===== config.mk =====
export PLATFORM = sky130hd
export DESIGN_NAME = led_pwm_driver_flat
export DESIGN_NICKNAME = d
export VERILOG_FILES = /design/src/rtl/led_pwm_driver_if.sv /design/src/rtl/led_pwm_driver.sv /design/src/flat_wrapper.sv
export SDC_FILE = /design/constraint.sdc
export NUM_CORES = 1
export LEC_CHECK = 0
export CAP_MARGIN = 10
export CELL_PAD_IN_SITES_DETAIL_PLACEMENT = 0
export CELL_PAD_IN_SITES_GLOBAL_PLACEMENT = 1
export CORE_MARGIN = 2
export CORE_UTILIZATION = 47
export CTS_BUF_LIST = sky130_fd_sc_hd__clkbuf_8
export CTS_CLUSTER_DIAMETER = 100
export CTS_CLUSTER_SIZE = 16
export DETAILED_ROUTE_END_ITERATION = 16
export PLACE_DENSITY_LB_ADDON = 0.25
export SETUP_SLACK_MARGIN = 0.3
export SYNTH_ARGS = -nofsm -noshare
export SYNTH_HDL_FRONTEND = slang
export SYNTH_SLANG_ARGS = --single-unit

===== constraint.sdc =====
create_clock -name led_clk -period 6.8 [get_ports led_clk]
set_input_delay 0.68 -clock led_clk [delete_from_list [all_inputs] [get_ports led_clk]]
set_output_delay 0.68 -clock led_clk [all_outputs]
set_load 0.02 [all_outputs]

===== src/rtl/led_pwm_driver_if.sv =====
// Configuration write port for led_pwm_driver (cs/write/addr/data from memorio).
// The master drives the bus; the driver itself only listens.
interface led_pwm_driver_if;
  logic        cfgcs;
  logic        cfgwrite;
  logic [1:0]  cfgaddr;
  logic [15:0] cfgwdata;

  modport master (output cfgcs, output cfgwrite, output cfgaddr, output cfgwdata);
  modport slave  (input  cfgcs, input  cfgwrite, input  cfgaddr, input  cfgwdata);
endinterface


===== src/rtl/led_pwm_driver.sv =====
// Board LED driver: global PWM brightness plus per-byte-group blinking on the latched LED word.
// Build option: define LED_GAMMA_EN to apply a square-law gamma curve to the duty setting.
module led_pwm_driver #(
  parameter int PRESCALE = 16,
  parameter int PCNT_W   = 16
) (
  input  logic                 led_clk,
  input  logic                 ledrst,
  led_pwm_driver_if.slave      cfg,
  input  logic [23:0]          ledin,
  output logic [23:0]          ledpin,
  output logic                 blink_phase,
  output logic                 pwm_wrap
);

  localparam logic [PCNT_W-1:0] PRE_LAST = PCNT_W'(PRESCALE - 1);

  logic [7:0]        duty;
  logic [15:0]       period;
  logic [2:0]        mask;
  logic [PCNT_W-1:0] pre_cnt;
  logic [7:0]        pwm_cnt;
  logic [15:0]       blink_cnt;

  logic              cfg_we;
  logic              tick;
  logic              wrap_evt;
  logic              pwm_on_p0;
  logic [23:0]       grp_en_p0;

  // Duty actually compared against pwm_cnt; 8'hFF is handled separately as always-on.
  function automatic logic [7:0] eff_duty(input logic [7:0] d);
`ifdef LED_GAMMA_EN
    logic [15:0] sq;
    sq = 16'(d) * 16'(d);
    return sq[15:8];
`else
    return d;
`endif
  endfunction

  assign cfg_we   = cfg.cfgcs & cfg.cfgwrite;
  assign tick     = (pre_cnt == PRE_LAST);
  assign wrap_evt = tick && (pwm_cnt == 8'hFF);

  always_ff @(posedge led_clk or posedge ledrst) begin
    if (ledrst) begin
      duty   <= 8'hFF;
      period <= 16'h0000;
      mask   <= 3'b000;
    end else if (cfg_we) begin
      case (cfg.cfgaddr)
        2'b00:   duty   <= cfg.cfgwdata[7:0];
        2'b01:   period <= cfg.cfgwdata;
        2'b10:   mask   <= cfg.cfgwdata[2:0];
        default: ;
      endcase
    end
  end

  always_ff @(posedge led_clk or posedge ledrst) begin
    if (ledrst) begin
      pre_cnt <= '0;
      pwm_cnt <= 8'd0;
    end else begin
      pre_cnt <= tick ? '0 : pre_cnt + 1'b1;
      if (tick)
        pwm_cnt <= pwm_cnt + 8'd1;
    end
  end

  // A period write restarts the blink sequence even if it lands on a wrap.
  always_ff @(posedge led_clk or posedge ledrst) begin
    if (ledrst) begin
      blink_cnt   <= 16'd0;
      blink_phase <= 1'b1;
    end else if (cfg_we && (cfg.cfgaddr == 2'b01)) begin
      blink_cnt   <= 16'd0;
      blink_phase <= 1'b1;
    end else if (period == 16'd0) begin
      blink_cnt   <= 16'd0;
      blink_phase <= 1'b1;
    end else if (wrap_evt) begin
      if (blink_cnt == period - 16'd1) begin
        blink_cnt   <= 16'd0;
        blink_phase <= ~blink_phase;
      end else begin
        blink_cnt <= blink_cnt + 16'd1;
      end
    end
  end

  // ---- stage p0: gating terms from current PWM/blink state ----
  always_comb begin
    pwm_on_p0 = (duty == 8'hFF) || (pwm_cnt < eff_duty(duty));
    grp_en_p0 = '0;
    for (int g = 0; g < 3; g++)
      grp_en_p0[8*g +: 8] = {8{blink_phase | ~mask[g]}};
  end

  // ---- stage p1: registered pins ----
  always_ff @(posedge led_clk or posedge ledrst) begin
    if (ledrst) begin
      ledpin   <= 24'h000000;
      pwm_wrap <= 1'b0;
    end else begin
      ledpin   <= ledin & {24{pwm_on_p0}} & grp_en_p0;
      pwm_wrap <= wrap_evt;
    end
  end

endmodule


===== src/flat_wrapper.sv =====
// flat-port wrapper written by rule: the top's interface ports become plain ports
module led_pwm_driver_flat 
#(
  parameter int PRESCALE = 16,
  parameter int PCNT_W   = 16
)
  (led_clk, ledrst, ledin, ledpin, blink_phase, pwm_wrap, cfg_cfgcs, cfg_cfgwrite, cfg_cfgaddr, cfg_cfgwdata);
  led_pwm_driver_if cfg_i ();
  input  logic led_clk;
  input  logic ledrst;
  input  logic [23:0] ledin;
  output logic [23:0] ledpin;
  output logic blink_phase;
  output logic pwm_wrap;
  input wire logic [$bits(cfg_i.cfgcs)-1:0] cfg_cfgcs;
  input wire logic [$bits(cfg_i.cfgwrite)-1:0] cfg_cfgwrite;
  input wire logic [$bits(cfg_i.cfgaddr)-1:0] cfg_cfgaddr;
  input wire logic [$bits(cfg_i.cfgwdata)-1:0] cfg_cfgwdata;
  assign cfg_i.cfgcs = cfg_cfgcs;
  assign cfg_i.cfgwrite = cfg_cfgwrite;
  assign cfg_i.cfgaddr = cfg_cfgaddr;
  assign cfg_i.cfgwdata = cfg_cfgwdata;
  led_pwm_driver #(.PRESCALE(PRESCALE), .PCNT_W(PCNT_W)) u_core (.led_clk(led_clk), .ledrst(ledrst), .cfg(cfg_i), .ledin(ledin), .ledpin(ledpin), .blink_phase(blink_phase), .pwm_wrap(pwm_wrap));
endmodule

Yosys cells after proc, flatten, opt, wreduce, memory -nomap -nowiden

Index checks and enable logic that the tools add are counted.

Add/sub/neg operators: 4
$lt $le $gt $ge: 1
Eq/ne operators: 6
Mux-type cells: 9
Bitwise operators: 10
Reduce and logical (&&, ||, !) cells: 11

Operators with widths:

| cell                    | number |
|---|---|
| $mux W16                | 5 |
| $and A24 B24 Y24        | 2 |
| $add A16 B1 Y16 const B | 2 |
| $eq A16 B16 Y1          | 1 |
| $eq A16 B4 Y1 const B   | 1 |
| $eq A8 B8 Y1 const B    | 2 |
| $logic_not A16 Y1       | 1 |
| $sub A16 B1 Y16 const B | 1 |
| $add A8 B1 Y8 const B   | 1 |
| $lt A8 B8 Y1            | 1 |
| $reduce_and A2 Y1       | 4 |
| $reduce_bool A3 Y1      | 2 |
| $mux W1                 | 4 |
| $not A1 Y1              | 4 |
| $or A1 B1 Y1            | 3 |
| $eq A2 B1 Y1 const B    | 1 |
| $eq A2 B2 Y1 const B    | 1 |
| $logic_and A1 B1 Y1     | 2 |
| $logic_not A2 Y1        | 1 |
| $and A1 B1 Y1           | 1 |
| $logic_or A1 B1 Y1      | 1 |

Register bits: 93
Output and inout port bits: 26

Logic depth before layout (Yosys ltp)

Gate-level depths: netlist of run 1.

Word-level depth: 6
Mapped depth: 11

Worst setup path before layout of run 1

No wires, ideal clock.

Path type: register to register
Start: register u_core.period[0]
End: register u_core.blink_cnt[0]
Arrival time: 2.814 ns
Setup slack: 3.850 ns
Cell stages (with the launch flop): 12
Path buffers: 2
Clock period less this slack: 2.950 ns
Cells stage by stage: dfrtp_1 > inv_1 > ha_1 > or3b_1 > clkbuf_1 > or4_1 > a2111oi_0 > o2111ai_1 > a2111o_1 > buf_2 > nand2_1 > a21oi_1

Longest elaborated chain between the ends: 6
Elaborated cells between the ends (all ways): 8
Classes of those cells: add/sub (1); eq/ne (1); mux (4); reduce/logical (2)

RTL lines:

| item                     | line                 | RTL |
|---|---|---|
| start: declaration       | led_pwm_driver.sv:19 | `logic [15:0] period;` |
| start signal: assignment | led_pwm_driver.sv:54 | `2'b01: period <= cfg.cfgwdata;` |
| $sub A16 B1 Y16          | led_pwm_driver.sv:84 | `if (blink_cnt == period - 16'd1) begin` |
| $eq A16 B16 Y1           | led_pwm_driver.sv:84 |  |
| $mux W16                 | led_pwm_driver.sv:84 |  |
| $mux W16                 | led_pwm_driver.sv:83 | `end else if (wrap_evt) begin` |
| $mux W16                 | led_pwm_driver.sv:80 | `end else if (period == 16'd0) begin` |
| $mux W16                 | led_pwm_driver.sv:77 | `end else if (cfg_we && (cfg.cfgaddr == 2'b01)) begin` |
| end signal: assignment   | led_pwm_driver.sv:88 | `blink_cnt <= blink_cnt + 16'd1;` |
| end: declaration         | led_pwm_driver.sv:23 | `logic [15:0] blink_cnt;` |

Several ways; a longest one is shown, not always the timed one. The select of a mux whose other input is x is not followed.
A chain may end at the register's enable or synchronous reset.

Final worst setup path of run 1

Start: register u_core.period[0]
End: register u_core.blink_cnt[11]

Same word-level chain as after synthesis.

==> results of run 1 <==
## registers in the layout, indices dropped and copies added (netlist names)
signal and cells:
u_core.pwm_wrap 1, u_core.blink_phase 1, u_core.pre_cnt 16, u_core.period 16
u_core.pwm_cnt 8, u_core.mask 3, u_core.duty 8, u_core.blink_cnt 16
u_core.ledpin 24
## power groups by stage
| stage | registers (uW) | clock network (uW) | logic [uW] |
|---|---|---|---|
| 4_1_cts | 657 | 374 | 241 |
| 3_5_place_dp | 667 | 0 | 239 |
| 3_3_place_gp | 664 | 0 | 234 |
| 5_1_grt | 665 | 397 | 267 |
| 6_report | 657 | 362 | 238 |
| 2_1_floorplan | 659 | 0 | 154 |
## cell families (layout without fill, tap and decap cells)
kind of cell    count (synthesis)  in the layout
simple gates                  180            180
buf+inv                        32            104
mux                            21             21
xor+xnor                       41             41
compound gates                 79             79
flops                          93             93
fa+ha+maj                      11             11
## synth_stat cells, types with 2 or more instances
master / number / share of area, %
nor2b_1: 6 / 0.80
or2_2: 2 / 0.27
o21ai_0: 19 / 2.0
buf_2: 4 / 0.43
a21oi_1: 4 / 0.43
o21ai_1: 4 / 0.43
and3_1: 12 / 1.6
o31a_1: 3 / 0.56
a211oi_1: 3 / 0.48
xnor2_1: 24 / 4.5
nand2b_1: 5 / 0.67
mux2_2: 21 / 5.1
nand2_1: 52 / 4.2
and4_1: 2 / 0.37
nor4_1: 17 / 2.3
a21o_1: 3 / 0.48
nor3b_1: 3 / 0.48
o21bai_1: 3 / 0.48
nand3_1: 17 / 1.8
nand4b_1: 2 / 0.37
dfstp_2: 9 / 5.1
nand3b_1: 2 / 0.32
inv_1: 13 / 1.0
a21boi_0: 24 / 3.9
dfrtp_1: 84 / 45
or4_1: 4 / 0.64
nand4_1: 10 / 1.3
or3_1: 3 / 0.40
clkbuf_1: 14 / 1.1
a2111oi_0: 2 / 0.37
o311ai_0: 2 / 0.37
o31ai_1: 3 / 0.48
nor3_1: 11 / 1.2
xor2_1: 17 / 3.2
ha_1: 11 / 2.9
nor2_1: 27 / 2.2
nor4b_1: 2 / 0.37
## final timing paths
check                                   from  cells past startpoint                   end
max in group asynchronous             ledrst                      3      u_core.period[3]
min reg2reg                u_core.pre_cnt[0]                      1     u_core.pre_cnt[0]
max                         u_core.period[0]                      9  u_core.blink_cnt[11]
min                        u_core.pre_cnt[0]                      1     u_core.pre_cnt[0]
min in group asynchronous             ledrst                      2     u_core.pre_cnt[0]
max reg2reg                 u_core.period[0]                      9  u_core.blink_cnt[11]
## final cells by class
class	count	area share (%)
Sequential cell	93	41.0
Clock buffer	9	2.17
Clock inverter	7	1.21
Tap cell	133	2.92
Inverter	13	0.878
Timing Repair Buffer	75	13.0
Multi-Input combinational cell	332	38.8
## through the flow
| stage | utilization [%] | cells | hold WS [ns] |
|---|---|---|---|
| after floorplan | - | 457 | 0.447 |
| after global placement | 56.6 | 646 | 0.468 |
| after detailed placement | 56.6 | 646 | 0.474 |
| after CTS | 58.6 | 662 | 0.488 |
| after global routing | 58.6 | 662 | 0.524 |
| final | 58.6 | 662 | 0.484 |
## metal layers
layer	share of wire (%)	global-route usage [%]	wire length [um]
met5	0	0	0
met4	1.1	5.12	107
met1	46	26.9	4720
met3	2.1	3.90	218
met2	50	33.7	5130
## worst max-delay path: stages (launching register included)
cell	delay (ns)
dfrtp_1	0.45
inv_1	0.08
ha_1	0.20
or3b_1	0.46
or4_1	0.49
a2111oi_0	0.42
o2111ai_1	0.18
a2111o_1	0.60
o21ai_2	0.31
nor2_1	0.08
==> impl_results.md, run 1 <==
- Top FF cell, synth: dfrtp_1
- WP data required: 7.03 ns
- Worst path arrival time: 3.62 ns
- Peak supply drop: 0.129 mV
- Gr usage total: 20.1%
- Tmin final: 3.38 ns
- First-pass GRT wire length: 17.6 mm
- Die width: 104 um
- Largest family of logic cells by synthesized area: simple AND/OR/NAND/NOR gates
- Min-delay worst type: register to register
- Final GP Congestion: 0.815
- Post-cts resize count: 0
- Most common cell after layout, fill and taps aside: dfrtp_1
- Final setup viols: 0
- Drt pass-1 iters: 4
- Largest net degree at the start of global routing: 60
- FMAX: 0.295 GHz
- Startpoint types: register
- Setup TNS: 0 ns
- Worst Skew: 0.0133 ns
- Layout cell share with drive strength beyond 1: 9.83%
- Synthesis-stage register bit count: 93
- Clk sink count: 93
- Power, Total: 1260 uW
- RSZ-0062 raised after global routing: no
- Final Instance Area: 5700 um2
- CTS tree: built
- Slew Viols, Final: 0
- Post-CTS Setup Bufs: 0
- FF-to-FF setup slack: 3.42 ns
- Pint: 896 uW
- Yosys cell types: 50
- Setup ws final: 3.42 ns
- Routed len/inst: 15.4 um
- Post-Syn Instances: 457
- Synth Area in Adders: 2.94%
- Pwr Density: 221 nW/um2
- Clock buffer depth: 2
- # diodes: 0
- Multi-input logic area: 2210 um2
- Final hold vios: 0
- H-tree levels: 3
- Via-per-instance ratio: 5.39
- Post-synthesis sequential area ratio: 50.0%
- Initial Util: 48.0%
- DP Worst Slack: 3.39 ns
- Post-DRT Antenna Nets: 0
- Combinational Power Share: 19.0%
- Dpl hpwl: 7.34 mm
- Post-Synth Simple-Gate Area: 19.8%
- CTS clock-pin slew for the worst setup and hold paths: 0.09 ns
- Syn. warnings: 0
- Area delta synth->final: 21.9%
- Num CTS Buffers: 9
- Clock latency on the worst-skew pair: 0.35 ns
- DIE HEIGHT: 104 um
- Post-synthesis xor/xnor area fraction: 7.68%
- Status: finished, final reports clean
- Initial antenna violation count: 0
- Core Region: 9730 um2
- DR vias: 3565
- Worst rel slew slack: 50.7%
- Switching Share: 28.7%
- # rows: 36
- Clock Tree Root: clkbuf_8
- Ys async rst share: 100%
- Leakage: 0.00241 uW
- Mapped Avg Cell Area: 10.2 um2
- Input/output buffers: 71
- Initial drt markers: 159
- Period Utilization, post-route: 49.8%
- Seq pwr share: 52.3%
- Die area: 10800 um2
- Hold-fix buffer count after cts: 0
- Total area of sequential cells: 2340 um2
- Highest net fanout along the worst path: 14
- Post-place instance area: 5510 um2
- Mapped Nets: 514
- Synth Area in Compound Gates: 11.8%
- CP Capture Type: register
- IO Count: 72
- Cell Area, Synth: 4670 um2
- Filler cell count: 854
- Post-Route WL: 10.2 mm
- Post-synth EDFFs: 0
- Mux contribution to synthesized area: 5.06%
- Net count, final: 581
- Setup CP Type: register to register
- Sw power: 361 uW
- Commonest cells after routing, fill and taps aside: dfrtp_1 (84), clkdlybuf4s50_1 (71), nand2_1 (52)
- # DRC: 0
- Max-cap violations: 0
- Clock Power Share: 28.8%
- Grt ovf: 0
- Vias in the first global route: 3552
- Worst Tran Pin Value: 0.740 ns
(Power assumes the default switching activity.)
==> run 2, diff against run 1 <==
--- a/config.mk
+++ b/config.mk
@@ -9,7 +9,7 @@
 export CELL_PAD_IN_SITES_DETAIL_PLACEMENT = 0
 export CELL_PAD_IN_SITES_GLOBAL_PLACEMENT = 1
 export CORE_MARGIN = 2
-export CORE_UTILIZATION = 47
+export CORE_UTILIZATION = 43
 export CTS_BUF_LIST = sky130_fd_sc_hd__clkbuf_8
 export CTS_CLUSTER_DIAMETER = 100
 export CTS_CLUSTER_SIZE = 16
==> constraint.sdc (replaced) <==
create_clock -name led_clk -period 3.2 [get_ports led_clk]
set_input_delay 0.32 -clock led_clk [delete_from_list [all_inputs] [get_ports led_clk]]
set_output_delay 0.32 -clock led_clk [all_outputs]
set_load 0.02 [all_outputs]
==> run 2 against run 1 <==
Utilization decreased by 2.9 points. Critical path depth grew 1. Highest routed layer unchanged. Cell count rose by 4.7%. Clock-buffer cell count unchanged.
==> impl_results.md, run 2 (synthesis results as in run 1) <==
- Commonest cells after routing, fill and taps aside: dfrtp_1 (83), clkdlybuf4s50_1 (71), nand2_1 (52) (was dfrtp_1 (84), clkdlybuf4s50_1 (71), nand2_1 (52))
- Period Utilization, post-route: 90.6% (was 49.8%)
- Clock Tree Root: clkbuf_8 (unchanged)
- Grt ovf: 0 (unchanged)
- Reg2reg path depth: 10 (was 9)
- Initial drt markers: 150 (was 159)
- Worst Tran Pin Value: 0.787 ns (was 0.740 ns)
- Worst R2R Start: u_core.period[1] (was u_core.period[0])
- RSZ-0062 raised after global routing: yes (was no)
- Setup CP Type: register to register (unchanged)
- Filler cell count: 998 (was 854)
- Setup TNS: 0 ns (unchanged)
- Initial antenna violation count: 0 (unchanged)
- Number of flip-flops in the largest register: 24 (unchanged)
- Power, Total: 2710 uW (was 1260 uW)
- Via-per-instance ratio: 5.32 (was 5.39)
- Combinational Power Share: 23.7% (was 19.0%)
- Largest Register: u_core.ledpin (unchanged)
- CP max-delay cell: a2111o_2 (was a2111o_1)
- # DRC: 0 (unchanged)
- Slew Viols, Final: 0 (unchanged)
- Worst rel slew slack: 47.5% (was 50.7%)
- Multi-input logic area: 2300 um2 (was 2210 um2)
- Num CTS Buffers: 9 (unchanged)
- Vias in the first global route: 3553 (was 3552)
- Final hold vios: 0 (unchanged)
- Dpl hpwl: 7.87 mm (was 7.34 mm)
- Layout cell share with drive strength beyond 1: 17.2% (was 9.83%)
- Worst Skew: 0.00613 ns (was 0.0133 ns)
- Pwr Density: 453 nW/um2 (was 221 nW/um2)
- First-pass GRT wire length: 17.7 mm (was 17.6 mm)
- Clock buffer depth: 2 (unchanged)
- DR vias: 3690 (was 3565)
- Status: finished, final reports clean (unchanged)
- CP max stage delay: 0.58 ns (was 0.60 ns)
- Tmin final: 2.90 ns (was 3.38 ns)
- Reg2Reg Capture Point: u_core.blink_cnt[6] (was u_core.blink_cnt[11])
- Critical-path cell list: inv_2 > ha_4 > or3b_4 > or4_4 > a2111oi_4 > o2111ai_2 > a2111o_2 > buf_6 > o21ai_0 > nand2_1 (was inv_1 > ha_1 > or3b_1 > or4_1 > a2111oi_0 > o2111ai_1 > a2111o_1 > o21ai_2 > nor2_1)
- Drt pass-1 iters: 4 (unchanged)
- Startpoint types: register (unchanged)
- Highest net fanout along the worst path: 7 (was 14)
- H-tree levels: 3 (unchanged)
- DIE HEIGHT: 108 um (was 104 um)
- Post-DRT Antenna Nets: 0 (unchanged)
- Peak supply drop: 0.239 mV (was 0.129 mV)
- Leakage: 0.00253 uW (was 0.00241 uW)
- Pint: 1890 uW (was 896 uW)
- Routed len/inst: 15.6 um (was 15.4 um)
- Max-cap violations: 0 (unchanged)
- FF-to-FF setup slack: 0.30 ns (was 3.42 ns)
- CP Capture Type: register (unchanged)
- Gr usage total: 19.4% (was 20.1%)
- Clk sink count: 93 (unchanged)
- Clock latency on the worst-skew pair: 0.36 ns (was 0.35 ns)
- Most common cell after layout, fill and taps aside: dfrtp_1 (unchanged)
- Sw power: 817 uW (was 361 uW)
- Die area: 11700 um2 (was 10800 um2)
- Final setup viols: 0 (unchanged)
- # rows: 38 (was 36)
- Largest net degree at the start of global routing: 50 (was 60)
- Final GP Congestion: 0.843 (was 0.815)
- Net count, final: 605 (was 581)
- CTS clock-pin slew for the worst setup and hold paths: 0.09 ns (about the same)
- WP data required: 3.45 ns (was 7.03 ns)
- Total area of sequential cells: 2340 um2 (about the same)
- Post-Route WL: 10.8 mm (was 10.2 mm)
- Initial Util: 43.5% (was 48.0%)
- Die width: 108 um (was 104 um)
- Clock Power Share: 25.7% (was 28.8%)
- IO Count: 72 (unchanged)
- Seq pwr share: 50.6% (was 52.3%)
- Min-delay worst type: input pin to async pin (was register to register)
- Hold-fix buffer count after cts: 0 (unchanged)
- Core Region: 10700 um2 (was 9730 um2)
- Worst path arrival time: 3.15 ns (was 3.62 ns)
- Switching Share: 30.1% (was 28.7%)
- CTS tree: built (unchanged)
- Area delta synth->final: 27.9% (was 21.9%)
- Input/output buffers: 71 (unchanged)
- # diodes: 0 (unchanged)
- FMAX: 0.345 GHz (was 0.295 GHz)
==> run 2: cell count changes in the layout (fill, tap and decap cells not counted), moves of 2 or more <==
cell / delta
buf_4: +20
inv_2: +2
inv_1: -2
or4_1: -2
buf_6: +3
or4_4: +2
o21ai_2: +6
o21ai_0: -7
==> run 2: through the flow <==
step                utilization, %  area [um2]  setup WS (ns)  hold slack, ns  instances
global placement              52.4        5630          0.133           0.466        665
CTS                           55.1        5920          0.305           0.415        691
floorplan                        -        4690          0.356           0.429        457
detailed placement            52.4        5630         0.0102           0.478        665
global route                  55.6        5980          0.158           0.459        693
finish                        55.6        5980          0.302           0.395        693
==> run 2: layer usage <==
| metal | track usage, % | part of all wire [%] | vias up |
|---|---|---|---|
| li1 | - | - | 1809 |
| met1 | 27.3 | 47 | 1823 |
| met2 | 30.6 | 50 | 43 |
| met3 | 2.71 | 2.0 | 15 |
| met4 | 6.96 | 1.7 | 0 |
| met5 | 0 | 0 | - |
==> run 2: worst max-delay path: cells and delay by family (launching register included) <==
| family | cells | cell delay, ns |
|---|---|---|
| buf+inv | 2 | 0.25 |
| fa+ha+maj | 1 | 0.12 |
| compound gates | 4 | 1.11 |
| flops | 1 | 0.43 |
| simple gates | 3 | 0.86 |
==> run 2: what timing repair did <==
action	CTS	global route
pin swaps	4	13
setup buffers	10	2
gates resized for setup	13	17
endpoints found under the setup margin	17	16
==> run 2: how the worst max path moves through the flow <==
| stage | startpoint | to | slack, ns | cells past startpoint |
|---|---|---|---|---|
| final | u_core.period[1] | u_core.blink_cnt[6] | 0.30 | 10 |
| after global routing | u_core.period[1] | u_core.blink_cnt[6] | 0.16 | 10 |
| after detailed placement | u_core.period[0] | u_core.blink_cnt[13] | 0.01 | 9 |
| after floorplan | u_core.period[7] | u_core.blink_cnt[0] | 0.36 | 10 |
| after CTS | u_core.period[1] | u_core.blink_cnt[1] | 0.31 | 10 |
| after global placement | u_core.period[0] | u_core.blink_cnt[15] | 0.13 | 9 |
==> run 2: power groups by stage <==
stage | clock network [uW] | logic (uW) | registers (uW)
detailed placement | 0 | 578 | 1400
CTS | 724 | 634 | 1370
global route | 775 | 705 | 1390
global placement | 0 | 567 | 1390
finish | 697 | 642 | 1370
floorplan | 0 | 335 | 1400
==> run 2: layout make-up <==
class	count	area share (%)
multi-input cells	332	38.5
flip-flops and latches	93	39.1
clock inverters	7	0.732
clock buffers	9	2.07
well taps	140	2.93
inverters	13	0.837
repair buffers	99	15.8
==> patch: new RTL, settings of run 1 <==
`PCNT_W` is set to 16 in 2 places; all go to 24.
--- a/src/rtl/led_pwm_driver.sv
+++ b/src/rtl/led_pwm_driver.sv
@@ -3,5 +3,5 @@
 module led_pwm_driver #(
   parameter int PRESCALE = 16,
-  parameter int PCNT_W   = 16
+  parameter int PCNT_W   = 24
 ) (
   input  logic                 led_clk,
--- a/src/flat_wrapper.sv
+++ b/src/flat_wrapper.sv
@@ -3,5 +3,5 @@
 #(
   parameter int PRESCALE = 16,
-  parameter int PCNT_W   = 16
+  parameter int PCNT_W   = 24
 )
   (led_clk, ledrst, ledin, ledpin, blink_phase, pwm_wrap, cfg_cfgcs, cfg_cfgwrite, cfg_cfgaddr, cfg_cfgwdata);
Check against the original RTL: same outputs for any inputs over 10 cycles, from zero or initial values and one cycle with ledrst high; that may be too few to reach the edited logic, so the function may still have changed.
==> patch against run 1 <==
  * Area after synthesis grew 10%
  * Worst setup slack gained 490 ps
  * Sequential power grew 7.8%
  * Power grew 8.4%
  * Sequential cell count grew 8
  * Largest power group unchanged
  * Critical endpoint is now u_core.blink_phase
  * Clock skew shrank 3.6 ps
  * Clock power grew 8.0%
  * Design area grew 8.8%
  * Wire length grew 9.5%
==> patch: results (changes against run 1) <==
| Metric | Value |
|---|---|
| Worst Setup Start Kind | flip-flop |
| Largest net degree at the start of global routing | 83 (+38%) |
| Net Count, Synth | 556 (+8.2%) |
| Outcome | finished clean |
| Rel. slew slack | 31.2% (-20 points) |
| I/O Buffers | 71 (unchanged) |
| Peak supply drop | 0.178 mV (+38%) |
| CP arrival | 3190 ps (-430 ps) |
| Commonest cells post-synth | dfrtp_1, nand2_1, xnor2_1, nor2_1, a21boi_0 |
| Total track usage | 19.8% (-0.27 points) |
| DR pass1 iterations | 4 (unchanged) |
| Leakage Power | 2.61 nW (+8.3%) |
| Antenna-violating nets left | 0 (unchanged) |
| CTS buffer count | 9 (unchanged) |
| Post_cts resized | 0 (unchanged) |
| Syn_area_per_cell | 10.3 um^2 (+0.82%) |
| Critical Path Fanout Max | 13 (-1) |
| Area contributors post-synth | dfrtp_1, xnor2_1, dfstp_2, mux2_2, nand2_1 |
| Layout Cells excl Fill | 715 (+8.0%) |
| # nets final | 627 (+7.9%) |
| First-pass GRT wire length | 18300 um (+4.1%) |
| RePlAce Congestion | 0.820 (+0.52%) |
| Post-synthesis cell type count | 59 (+18%) |
| Vias in the first global route | 3708 (+4.4%) |
| Placed Cells | 699 (+8.2%) |
| Area post-placement | 6000 um^2 (+8.9%) |
| Avg Vias per Cell | 5.41 (+0.43%) |
| Post-place setup slack | 3930 ps (+547 ps) |
| Ys Warns | 0 (unchanged) |
| Layout cell share with drive strength beyond 1 | 10.8% (+0.95 points) |
| # fillers | 979 (+15%) |
| H-Tree Depth | 3 (unchanged) |
| HPWL Detailed | 8120 um (+11%) |
| Post-CTS Setup Inserts | 0 (unchanged) |
| Top flop regs | u_core.ledpin (24), u_core.pre_cnt (24) |
| Clock Latency Late Sink | 370 ps (+20 ps) |
| Iter 0 DRT Violations | 205 (+29%) |
| Seq/Total Area, Yosys | 49.3% (-0.70 points) |
| Clock Skews | 9.70 ps (-3.60 ps) |
| Critical register-to-register path startpoint | u_core.period[3] |
| Psw | 0.401 mW (+11%) |
| Final wirelength | 11100 um (+9.5%) |
patch: changes by cell type in the layout (fill, tap and decap cells not counted), moves of 4 or more:
cell	run 1	this run
dfrtp_1	84	92
xnor2_1	24	32
a21oi_1	4	9
nand4_1	10	15
nor3_1	11	15
o211ai_1	0	4
patch: cell families after synthesis:
group | share of synthesized area [%]
AND/OR/NAND/NOR | 20.7
flip-flops | 49.3
AO/OA/AOI/OAI | 11.4
XOR/XNOR | 8.17
buffers and inverters | 2.55
multiplexers | 5.18
adder cells (fa/ha/maj) | 2.67
patch: critical path, cell delays in order, from the launching register on:
cell     delay [ps]
dfrtp_1         530
nor4_4          490
nand4_1         200
or4_1           530
a31oi_1         240
nand4_2         340
nor2_1          280
mux2i_1         210
patch: cell type report:
cell class                      instances  area [um^2]  area share [%]
Multi-Input combinational cell        367         2480            39.9
Clock buffer                            9          124            2.00
Timing Repair Buffer                   76          748            12.1
Inverter                               15         58.8           0.948
Sequential cell                       101         2540            40.9
Tap cell                              140          175            2.82
Clock inverter                          7         80.1            1.29
patch: routing by layer:
layer	up-vias	part of all wire, %	wire length, um	global-route usage, %
met5	-	0	0	0
met3	11	2.5	275	3.77
li1	1916	-	-	-
met1	1891	48	5290	28.2
met2	49	49	5440	31.3
met4	0	1.2	134	4.95
patch: worst paths after layout:
path	endpoint	slack, ps	cells past startpoint
max reg2reg	u_core.blink_phase	3900	7
max in group asynchronous	u_core.ledpin[10]	4930	3
min reg2reg	u_core.pre_cnt[0]	470	1
max	u_core.blink_phase	3900	7
min in group asynchronous	u_core.ledpin[0]	590	2
min	u_core.pre_cnt[0]	470	1
patch: power by group through the flow:
stage | clock network (mW) | registers [mW] | logic (mW)
after floorplan | 0 | 0.716 | 0.166
after global placement | 0 | 0.716 | 0.259
after global routing | 0.429 | 0.717 | 0.291
final | 0.391 | 0.708 | 0.264
after CTS | 0.405 | 0.708 | 0.265
after detailed placement | 0 | 0.719 | 0.263
